**config.mk**
```make
export PLATFORM = sky130hd
export DESIGN_NAME = pipeline_hazard_ctrl
export DESIGN_NICKNAME = d
export VERILOG_FILES = /design/src/rtl/pipeline_hazard_ctrl.sv
export SDC_FILE = /design/constraint.sdc
export NUM_CORES = 1
export LEC_CHECK = 0
export BUFFER_PORTS_ARGS = -buffer_cell sky130_fd_sc_hd__buf_2
export CORE_ASPECT_RATIO = 1.4
export CORE_MARGIN = 3
export CORE_UTILIZATION = 36
export DETAILED_ROUTE_END_ITERATION = 7
export PLACE_DENSITY_LB_ADDON = 0.25
export SYNTH_ARGS = -nofsm -noshare
export SYNTH_HDL_FRONTEND = slang
export SYNTH_SLANG_ARGS = --single-unit
```
**constraint.sdc**
```tcl
create_clock -name clk -period 4.6 [get_ports clk]
set_input_delay 0.23 -clock clk [delete_from_list [all_inputs] [get_ports clk]]
set_output_delay 0.23 -clock clk [all_outputs]
set_load 0.1 [all_outputs]
```
**src/rtl/pipeline_hazard_ctrl.sv**
```systemverilog
// Purpose : stall/flush controller for the 5-stage pipeline (load-use, taken branch, MEM wait).
// Latency : enables/controls are combinational from state and inputs; state/wait counter registered.
// Backpr. : a MEM access without mem_ack freezes every latch and the PC until the ack cycle.
//
// Ports:
//   clk, rst_n            clock (rising edge) / async active-low reset
//   AselWire2, BselWire2  one-hot source registers of the instruction in ID; usesB2 qualifies B
//   DselectWire3          one-hot destination in EX; lwSwFlag3/NOPWire3 describe the EX op
//   branchControlBitWire3 EX branch type (0 = none); branchTaken3 = condition true
//   lwSwFlag4, NOPWire4   MEM memory op; mem_ack completes the access this cycle
//   *_en                  PC and pipeline-latch load enables
//   bubble_idex/flush_ifid  load a NOP into ID/EX / IF/ID
//   mem_req, mem_err      data-memory request / sticky timeout flag
//   state_o               RUN=00, MEM_WAIT=01, FLUSH=10
// Optional: define HAZARD_PERF_CNT_EN to add stall_cnt[31:0] and flush_cnt[15:0] outputs.

module pipeline_hazard_ctrl #(
    parameter int unsigned MEM_TIMEOUT = 255,
    parameter int unsigned ZERO_REG    = 31
) (
    input  logic        clk,
    input  logic        rst_n,
    input  logic [31:0] AselWire2,
    input  logic [31:0] BselWire2,
    input  logic        usesB2,
    input  logic [31:0] DselectWire3,
    input  logic [1:0]  lwSwFlag3,
    input  logic        NOPWire3,
    input  logic [2:0]  branchControlBitWire3,
    input  logic        branchTaken3,
    input  logic [1:0]  lwSwFlag4,
    input  logic        NOPWire4,
    input  logic        mem_ack,
    output logic        pc_en,
    output logic        ifid_en,
    output logic        idex_en,
    output logic        exmem_en,
    output logic        memwb_en,
    output logic        bubble_idex,
    output logic        flush_ifid,
    output logic        mem_req,
    output logic        mem_err,
`ifdef HAZARD_PERF_CNT_EN
    output logic [31:0] stall_cnt,
    output logic [15:0] flush_cnt,
`endif
    output logic [1:0]  state_o
);

    typedef enum logic [1:0] {
        RUN      = 2'b00,
        MEM_WAIT = 2'b01,
        FLUSH    = 2'b10
    } state_e;

    // The hardwired-zero register is never a real producer, so it is masked out of matches.
    localparam logic [31:0] REG_MASK    = ~(32'd1 << ZERO_REG);
    localparam logic [7:0]  TIMEOUT_LIM = 8'(MEM_TIMEOUT);

    state_e     state_q, state_d;
    logic [7:0] wait_cnt_q, wait_cnt_d;
    logic       mem_err_q, mem_err_d;

    logic load_use;
    logic mem_op4;
    logic br_taken;
    logic mem_stall;

    always_comb begin
        load_use  = !NOPWire3 && (lwSwFlag3 == 2'b01) &&
                    ((|(AselWire2 & DselectWire3 & REG_MASK)) ||
                     (usesB2 && (|(BselWire2 & DselectWire3 & REG_MASK))));
        mem_op4   = !NOPWire4 && ((lwSwFlag4 == 2'b01) || (lwSwFlag4 == 2'b10));
        br_taken  = !NOPWire3 && (branchControlBitWire3 != 3'b000) && branchTaken3;
        mem_stall = mem_op4 && !mem_ack;
    end

    always_comb begin
        pc_en       = 1'b1;
        ifid_en     = 1'b1;
        idex_en     = 1'b1;
        exmem_en    = 1'b1;
        memwb_en    = 1'b1;
        bubble_idex = 1'b0;
        flush_ifid  = 1'b0;
        mem_req     = mem_op4;
        state_d     = RUN;
        wait_cnt_d  = 8'd0;
        mem_err_d   = mem_err_q;

        if (mem_stall) begin
            // Freeze everything; a branch in EX is re-evaluated once the ack arrives.
            pc_en      = 1'b0;
            ifid_en    = 1'b0;
            idex_en    = 1'b0;
            exmem_en   = 1'b0;
            memwb_en   = 1'b0;
            state_d    = MEM_WAIT;
            wait_cnt_d = (wait_cnt_q == 8'hFF) ? wait_cnt_q : wait_cnt_q + 8'd1;
            if (wait_cnt_d >= TIMEOUT_LIM) begin
                mem_err_d = 1'b1;
            end
        end else if (br_taken) begin
            // Branch beats load-use: the dependent instruction is on the wrong path.
            flush_ifid  = 1'b1;
            bubble_idex = 1'b1;
            state_d     = FLUSH;
        end else if (state_q == FLUSH) begin
            // ID holds the squashed wrong-path instruction, so its load-use match is ignored.
            bubble_idex = 1'b1;
        end else if (load_use) begin
            // Hold PC and IF/ID one cycle; EX then holds a bubble and the hazard clears.
            pc_en       = 1'b0;
            ifid_en     = 1'b0;
            bubble_idex = 1'b1;
        end

        if (!rst_n) begin
            pc_en       = 1'b0;
            ifid_en     = 1'b0;
            idex_en     = 1'b0;
            exmem_en    = 1'b0;
            memwb_en    = 1'b0;
            bubble_idex = 1'b1;
            flush_ifid  = 1'b1;
            mem_req     = 1'b0;
        end
    end

    always_ff @(posedge clk or negedge rst_n) begin
        if (!rst_n) begin
            state_q    <= RUN;
            wait_cnt_q <= 8'd0;
            mem_err_q  <= 1'b0;
        end else begin
            state_q    <= state_d;
            wait_cnt_q <= wait_cnt_d;
            mem_err_q  <= mem_err_d;
        end
    end

    assign mem_err = mem_err_q;
    assign state_o = state_q;

`ifdef HAZARD_PERF_CNT_EN
    logic        lu_active;
    logic [31:0] stall_cnt_q, stall_cnt_d;
    logic [15:0] flush_cnt_q, flush_cnt_d;

    always_comb begin
        lu_active   = load_use && !mem_stall && !br_taken && (state_q != FLUSH);
        stall_cnt_d = stall_cnt_q;
        flush_cnt_d = flush_cnt_q;
        if (mem_stall || lu_active) begin
            stall_cnt_d = stall_cnt_q + 32'd1;
        end
        if (!mem_stall && br_taken) begin
            flush_cnt_d = flush_cnt_q + 16'd1;
        end
    end

    always_ff @(posedge clk or negedge rst_n) begin
        if (!rst_n) begin
            stall_cnt_q <= 32'd0;
            flush_cnt_q <= 16'd0;
        end else begin
            stall_cnt_q <= stall_cnt_d;
            flush_cnt_q <= flush_cnt_d;
        end
    end

    assign stall_cnt = stall_cnt_q;
    assign flush_cnt = flush_cnt_q;
`endif

endmodule
```
-- Yosys cells after proc, flatten, opt, wreduce, memory -nomap -nowiden
Cells that the tools add are included.
- memory bits (read-only): 0
- memories kept: 0
- bits in registers: 11
- bits in latches: 0
- RAM bits: 0
- output and inout bits: 11
- bitwise logic cells: 2
- mux-type cells: 20
- $lt $le $gt $ge: 1
- equality and inequality tests: 5
- div/mod/pow operators: 0
- add/sub/neg operators: 1
- reductions and logical operators: 16
- $mul: 0
- shift operators: 0
- operator list (operator ; number):
    $and 31x31->31 ; 2
    $reduce_or 31->1 ; 2
    $mux 1 ; 16
    $mux 8 ; 2
    $add 8x1->8 const B ; 1
    $eq 8x8->1 const B ; 1
    $ge 8x8->1 const B ; 1
    $logic_and 1x1->1 ; 7
    $eq 2x1->1 const B ; 2
    $eq 2x2->1 const B ; 2
    $mux 2 ; 2
    $logic_not 1->1 ; 3
    $reduce_bool 3->1 ; 1
    $logic_or 1x1->1 ; 2
    $reduce_and 2->1 ; 1

-- Logic depth before layout (Yosys ltp)
Gate-level depths: netlist of run 1.
- depth in word-level cells: 10
- depth in mapped cells: 8

-- Least setup slack after synthesis of run 1
Ideal clock, no wire load.
- kind: input-to-output
- start: in lwSwFlag4[1]
- end: out pc_en
- stages on the path: 8
- arrival: 2930 ps
- required time: 4370 ps
- path slack: 1440 ps
- buffers on the path: 2
- cell sequence: xnor2_1 or3_1 buf_4 inv_4 nor2_2 o21ai_0 a21bo_1 buf_4
- word-level cells in the longest chain between the ends: 6
- elaborated cells between the ends (all ways): 7
- classes of those cells: 2 x eq/ne; 2 x mux; 3 x reduce/logical
- RTL lines (item ; line ; source):
    from (decl) ; 31 ; input logic [1:0] lwSwFlag4,
    $eq 2x1->1 or $eq 2x2->1 (tied branches) ; 73 ; mem_op4 = !NOPWire4 && ((lwSwFlag4 == 2'b01) || (lwSwFlag4 == 2'b10));
    $logic_or 1x1->1 (*) ; 73 ;
    $logic_and 1x1->1 (*) ; 73 ;
    $logic_and 1x1->1 (*) ; 75 ; mem_stall = mem_op4 && !mem_ack;
    net mem_stall ; 67 ; logic mem_stall;
    $mux 1 (*) (2 in series) ; -- ;
    to (decl) ; 34 ; output logic pc_en,
The timed path passes the listed nets; every way through them passes the cells marked *.

-- Final worst setup path of run 1
- start: in rst_n
- end: out ifid_en
- word-level cells in the longest chain between the ends: 1
- RTL lines (item ; line ; source):
    from (decl) ; 22 ; input logic rst_n,
    $mux 1 ; 118 ; if (!rst_n) begin
    to (decl) ; 35 ; output logic ifid_en,
Every way passes these cells.

==> summary.md, run 1 <==
| Metric | Value |
|---|---|
| Arr. time, crit path | `about 2.1 ns` |
| Final hold viol count | `0` |
| Final core occ | `about three fifths` |
| Vias | `about 1.5k` |
| CTS clk-pin slew, worst paths | `roughly 0.070 ns` |
| FP Rows | `22` |
| Post-synth ARST share | `100%` |
| Post-cts sizing count | `0` |
| Port Buf Inserts | `around 120` |
| Worst slew pin tran | `around 0.47 ns` |
| Pint | `between 150 and 200 uW` |
| First-pass GRT wire length | `6130 microns` |
| Die area | `approximately 3500 sq um` |
| GR Util met1 | `22.9%` |
| Synth area leaders | `dfrtp_1 (27%), a22oi_1 (15%), nand4_1 (3.7%)` |
| Unrepaired setup endpoints after global routing | `no` |
| CTS tree | `done` |
| Worst min path class | `in2reg` |
| Sw Share | `between 30% and 40%` |
| Clk root buf | `clkbuf_4` |
| Yosys top cell by area | `dfrtp_1` |
| Worst Path Required | `around 4.4 ns` |
| Mapped Area | `approximately 1000 sq um` |
| Comb pwr share | `45.7%` |
| Vias in the first global route | `about 1.4k` |
| DRC | `0` |
| Final setup TNS | `0 ns` |
| Placed insts | `between 200 and 300` |
| Die width | `a little over 50 microns` |
| Routability Congestion | `0.879` |
| Met2 GRT Util | `44.2%` |
| Post-Syn Area per Cell | `between 8 and 9 sq um` |
| Flop pwr share | `approximately a third` |
| Layout filler cell count | `about 260` |
| Pleak | `roughly 0.0009 uW` |
| Met3 Use GR | `under 10%` |
| Synth cell types | `40` |
| Via density | `around 5.4` |
| Pin count of the biggest net entering global routing | `15` |
| Syn Inst Count | `121` |
| Clock power frac | `21.6%` |
| Top cell type's share of synthesized area | `27.0%` |
| Starting Density | `roughly two fifths` |
| Core footprint | `roughly 2700 sq um` |
| Drt first pass iters | `5` |
| Clock Path Buffers | `2` |
| Fmax | `between 400 and 500 MHz` |
| Critical Path Fanout Max | `14` |
| Clock skew | `about 0.00038 ns` |
| Post-CTS Setup Inserts | `0` |
| # setup viols final | `0` |
| Sequential cell area fraction in the yosys report | `between 20 and 30%` |
| Max H-tree Level | `1` |
| Hold-fix buffer count after cts | `1` |
| Critical Path End Type | `output port` |
| Post-layout min period | `roughly 2.3 ns` |
| Initial DRC count | `between 50 and 60` |
| Initial antenna violation count | `0` |
| Final wirelength | `between 4000 and 5000 microns` |
| YS warnings | `0` |
| Most frequent cells in the layout | `buf_2 (117), a22oi_1 (20), dfrtp_1 (11)` |
| Number of synthesized register bits | `11` |
| Sw power | `between 100 and 150 uW` |
| Syn nets | `about 230` |
| Clock buffer count from CTS | `3` |
| Clock sinks | `11` |
| Routed wire length per instance | `~16 microns` |
| Final ANT Viol Nets | `0` |
| Gr busiest metal | `met2` |
| Commonest non-fill, non-tap cell in the layout | `buf_2` |
| Most used DFF post-synth | `dfrtp_1` |
| Final Cycle Share | `roughly half` |
| Critical path class | `in2out` |
| Max_cap viols | `0` |
| Area Overhead vs Synth | `60.9%` |
| Post-DP HPWL | `3810 microns` |
| Later-pin clock latency in the skew report | `0.27 ns` |
| Power Density | `186 nW/um^2` |
| Layout cells sized above 1 | `between 50% and 60%` |
| VDD IR max | `~250 uV` |
| Total Power | `306 uW` |
| Antenna diode instance count | `0` |
| Cell Count, Final, Fillers Out | `about 270` |
| Die Ht | `slightly below 70 microns` |
| Max-slew headroom | `roughly 68%` |
| Multi-input logic area | `roughly 680 sq um` |
| Outcome | `finished clean` |
| Setup crit start kind | `input pin` |
| Io pins | `approximately 120` |
| Final Slew Violations | `0` |
| Register area | `around 280 sq um` |
| Remaining Overflow, GRT | `0` |
| Total track usage | `23.3%` |
| Number of synthesized flops with an enable pin | `0` |
| Nets | `roughly 350` |
area by class of cell:
class | instances | share of cell area [%]
inverters | 4 | 1.07
repair buffers | 118 | 36.3
well taps | 36 | 2.75
multi-input cells | 100 | 41.5
clock buffers | 4 | 1.60
flip-flops and latches | 11 | 16.8
cells in the mapped netlist (2+ instances only):
master / instances
dfrtp_1: 11
a22o_1: 4
nor3_1: 4
and3_1: 4
nand4_1: 6
nor2_1: 8
a21oi_1: 4
inv_1: 3
nand2_1: 6
nand3_1: 6
a21o_1: 2
a22oi_1: 20
a221oi_1: 3
buf_4: 4
a31oi_1: 3
a222oi_1: 2
o21ai_0: 6
xnor2_1: 3
metal layers:
metal	vias to the layer above	share of wire, %
met1	665	33
met3	5	12
met4	0	1.2
met2	76	53
li1	730	-
met5	-	0
metrics by stage:
| stage | area (sq um) | hold slack, ns | worst slack [ns] |
|---|---|---|---|
| 2_1_floorplan | 1020 | -0.0656 | 1.44 |
| 3_3_place_gp | 1600 | 0.128 | 2.34 |
| 3_5_place_dp | 1600 | 0.128 | 2.38 |
| 4_1_cts | 1640 | 0.263 | 2.24 |
| 5_1_grt | 1640 | 0.292 | 2.10 |
| 6_report | 1640 | 0.261 | 2.26 |
worst paths after layout:
check | start | end | slack (ns) | depth (start not counted)
max | rst_n | ifid_en | 2.26 | 7
min | branchTaken3 | state_o[1] | 0.26 | 3
max reg2reg | wait_cnt_q[0] | wait_cnt_q[3] | 2.65 | 6
min reg2reg | mem_err | mem_err | 0.48 | 1
max in group asynchronous | rst_n | wait_cnt_q[3] | 4.01 | 2
min in group asynchronous | rst_n | mem_err | 0.37 | 2
power groups by stage:
| stage | registers [uW] | logic (uW) | clock network (uW) |
|---|---|---|---|
| final | 99.8 | 140 | 66.1 |
| after floorplan | 109 | 71.9 | 0 |
| after global placement | 102 | 139 | 0 |
| after CTS | 99.8 | 140 | 68.1 |
| after detailed placement | 102 | 139 | 0 |
| after global routing | 99.9 | 149 | 69.4 |
worst max-delay path: stages:
cell and delay (ns):
dlygate4sd3_1 0.52, buf_2 0.28, inv_1 0.15, nor2_2 0.19
and3b_1 0.18, a21bo_1 0.12, buf_2 0.42
sequential cells by signal, indices dropped and copies added, names as in the netlist:
| register | flops |
|---|---|
| state_o | 2 |
| mem_err | 1 |
| wait_cnt_q | 8 |
cells by family (layout without fill, tap and decap cells):
| group | Yosys count | in the layout | synth area share [%] |
|---|---|---|---|
| buffers and inverters | 10 | 126 | 6.27 |
| flip-flops | 11 | 11 | 27.0 |
| XOR/XNOR | 3 | 3 | 2.58 |
| adder cells (fa/ha/maj) | 1 | 1 | 1.23 |
| AND/OR/NAND/NOR | 43 | 43 | 23.7 |
| AO/OA/AOI/OAI | 53 | 53 | 39.2 |
(Power assumes the default switching activity.)
==> run 2, diff against run 1 <==
Settings changed: CORE_UTILIZATION 36 to 33.
Clock period 4.6 ns to 2.2 ns, I/O delays scaled along.
==> run 2 against run 1 <==
  * Sequential power increased by 110%
  * Largest cell class unchanged
  * Register-to-register slack got worse by 2.3 ns
  * Via count shrank 1.4%
  * First-iteration DRC count shrank 16%
  * Non-clock buffer count up 2
  * Sequential share of layout area shrank 0.77 points
  * Sequential cell count did not move
  * Clock skew is 0.0034 ns higher
  * Hold slack worse by 0.086 ns
  * Wire length up 3.7%
==> summary.md, run 2 (synthesis results as in run 1) <==
| Metric | Value |
|---|---|
| Outcome | `finished clean` |
| Hold-fix buffer count after cts | `1 (unchanged)` |
| Worst hold slack | `0.175 ns (-0.0861 ns)` |
| Clock Path Buffers | `2 (unchanged)` |
| Initial DRC count | `49 (-16%)` |
| Final core occ | `59.4% (-2.0 points)` |
| Slowest cell delay on critical path | `0.52 ns (about the same)` |
| Clk root buf | `clkbuf_8` |
| DP Worst Slack | `0.353 ns (-2.02 ns)` |
| Delay-heaviest family, CP | `buffers and inverters` |
| Register area | `277 sq um (+0.45%)` |
| Most frequent cells in the layout | `buf_2 (115), a22oi_1 (20), dfrtp_1 (10)` |
| Layout filler cell count | `283 (+9.7%)` |
| Via density | `5.28 (-2.4%)` |
| Drt first pass iters | `4 (-1)` |
| Multi-input logic area | `699 sq um (+2.9%)` |
| Vias in the first global route | `1,539 (+13%)` |
| Clock skew | `0.00374 ns (+0.00336 ns)` |
| WL met2 | `2310 microns (about the same)` |
| Met3 wire len | `626 microns (+18%)` |
| Fin area | `1730 sq um (+5.3%)` |
| Hold EP | `state_o[1]` |
| Placed inst area | `1670 sq um (+4.2%)` |
| Die Ht | `71.7 microns (+4.1%)` |
| Max reg flops | `8 (unchanged)` |
| Clock buffer count from CTS | `3 (unchanged)` |
| Post-CTS Setup Inserts | `0 (unchanged)` |
| Worst r2r src | `wait_cnt_q[1]` |
| Pin count of the biggest net entering global routing | `15 (unchanged)` |
| CTS tree | `done` |
| Final ANT Viol Nets | `0 (unchanged)` |
| Vias | `1,456 (-1.4%)` |
| Unrepaired setup endpoints after global routing | `no` |
| Pleak | `0.000944 uW (+2.9%)` |
| R2r endpoint | `wait_cnt_q[3]` |
| Routed wire length per instance | `16.3 microns (+2.6%)` |
| Die area | `3800 sq um (+8.1%)` |
| Later-pin clock latency in the skew report | `0.24 ns (-0.03 ns)` |
| Critical Path Fanout Max | `14 (unchanged)` |
| Commonest non-fill, non-tap cell in the layout | `buf_2` |
| First-pass GRT wire length | `6590 microns (+7.5%)` |
| Max-slew headroom | `61.4% (-7.0 points)` |
| Layout cells sized above 1 | `55.6% (+2.1 points)` |
| Final wirelength | `4510 microns (+3.7%)` |
| DRC | `0 (unchanged)` |
| Fmax | `501 MHz` |
| Core footprint | `2910 sq um (+8.9%)` |
| Placed insts | `271 (+1.1%)` |
| VDD IR max | `503 uV (+100%)` |
| Area Overhead vs Synth | `69.4%` |
| Io pins | `121 (unchanged)` |
| Arr. time, crit path | `1.89 ns (-0.22 ns)` |
| Worst slew pin tran | `0.571 ns (+0.103 ns)` |
| Worst Path Required | `2.09 ns (-2.28 ns)` |
| Antenna diode instance count | `0 (unchanged)` |
| Port Buf Inserts | `117 (unchanged)` |
| Critical Path End Type | `output port` |
| Starting Density | `35.0% (-3.1 points)` |
| FP Rows | `23 (+4.5%)` |
| Nets | `351 (+0.57%)` |
| Slowest CP cell | `dlygate4sd3_1` |
| Remaining Overflow, GRT | `0 (unchanged)` |
| Routability Congestion | `0.859 (-2.3%)` |
| R2r setup slk | `0.37 ns (-2.28 ns)` |
| Clock sinks | `11 (unchanged)` |
| Wl on met1 | `1460 microns (+0.28%)` |
| Max Used Layer | `met5` |
| Hold Crit Depth | `3 (unchanged)` |
| Total track usage | `23.2% (-0.10 points)` |
| Post-layout min period | `roughly 2 ns` |
| Die width | `53.0 microns (+3.9%)` |
| Final hold viol count | `0 (unchanged)` |
| Final Cycle Share | `between 90 and 100%` |
| Max_cap viols | `0 (unchanged)` |
| Setup crit start kind | `input pin` |
| Initial antenna violation count | `1 (+1)` |
| Post-cts sizing count | `0 (unchanged)` |
| Max H-tree Level | `1 (unchanged)` |
| Min-delay src | `branchTaken3` |
| Power Density | `419 nW/um^2 (+120%)` |
| Cell Count, Final, Fillers Out | `276 (+1.1%)` |
| Worst min path class | `in2reg` |
| Worst Reg-to-Reg Cells | `6 (unchanged)` |
| Number of cells on the critical path | `6 (-1)` |
| WP buf/inv | `4 (unchanged)` |
| Top reg by flops | `wait_cnt_q` |
| Crit-path cells | `dlygate4sd3_1, buf_2, inv_1, nor4b_1, a21oi_2, buf_2` |
| Final Slew Violations | `0 (unchanged)` |
| Fin worst setup slack | `0.202 ns (-2.06 ns)` |
| CTS clk-pin slew, worst paths | `0.04 ns (-0.03 ns)` |
| Most frequent CP cell | `buf_2` |
| Critical path class | `in2out` |
| # setup viols final | `0 (unchanged)` |
| Post-DP HPWL | `3980 microns (+4.3%)` |
## run 2: worst max-delay path by stage
| stage | startpoint | to |
|---|---|---|
| CTS | rst_n | bubble_idex |
| floorplan | state_o[0] | bubble_idex |
| detailed placement | BselWire2[2] | ifid_en |
| global route | rst_n | bubble_idex |
| global placement | branchControlBitWire3[1] | bubble_idex |
| finish | rst_n | bubble_idex |
## run 2: through the flow
| step | total power (uW) | TNS (ns) |
|---|---|---|
| finish | 723 | 0 |
| CTS | 731 | 0 |
| detailed placement | 523 | 0 |
| global route | 759 | 0 |
| global placement | 521 | 0 |
| floorplan | 383 | -0.0276 |
## run 2: routing by layer
layer	GRT usage (%)	vias up
met5	0	-
li1	-	733
met1	22.3	629
met4	10.2	2
met3	8.11	11
met2	42.4	81
## run 2: layout make-up
type / instances / share of cell area, %
Multi-Input combinational cell: 100 / 40.5
Timing Repair Buffer: 120 / 37.1
Sequential cell: 11 / 16.0
Tap cell: 37 / 2.68
Clock buffer: 4 / 2.61
Inverter: 4 / 1.02
## run 2: worst min-delay path, cell delays in order
cell      delay [ns]
buf_2           0.10
o311ai_1        0.11
nor2_1          0.06
## run 2: where the power goes
group	total (uW)	switching [uW]	internal [uW]	leakage, uW
clock network	202	74.5	127	0.0000228
logic	313	186	127	0.000771
registers	208	2.08	206	0.000150
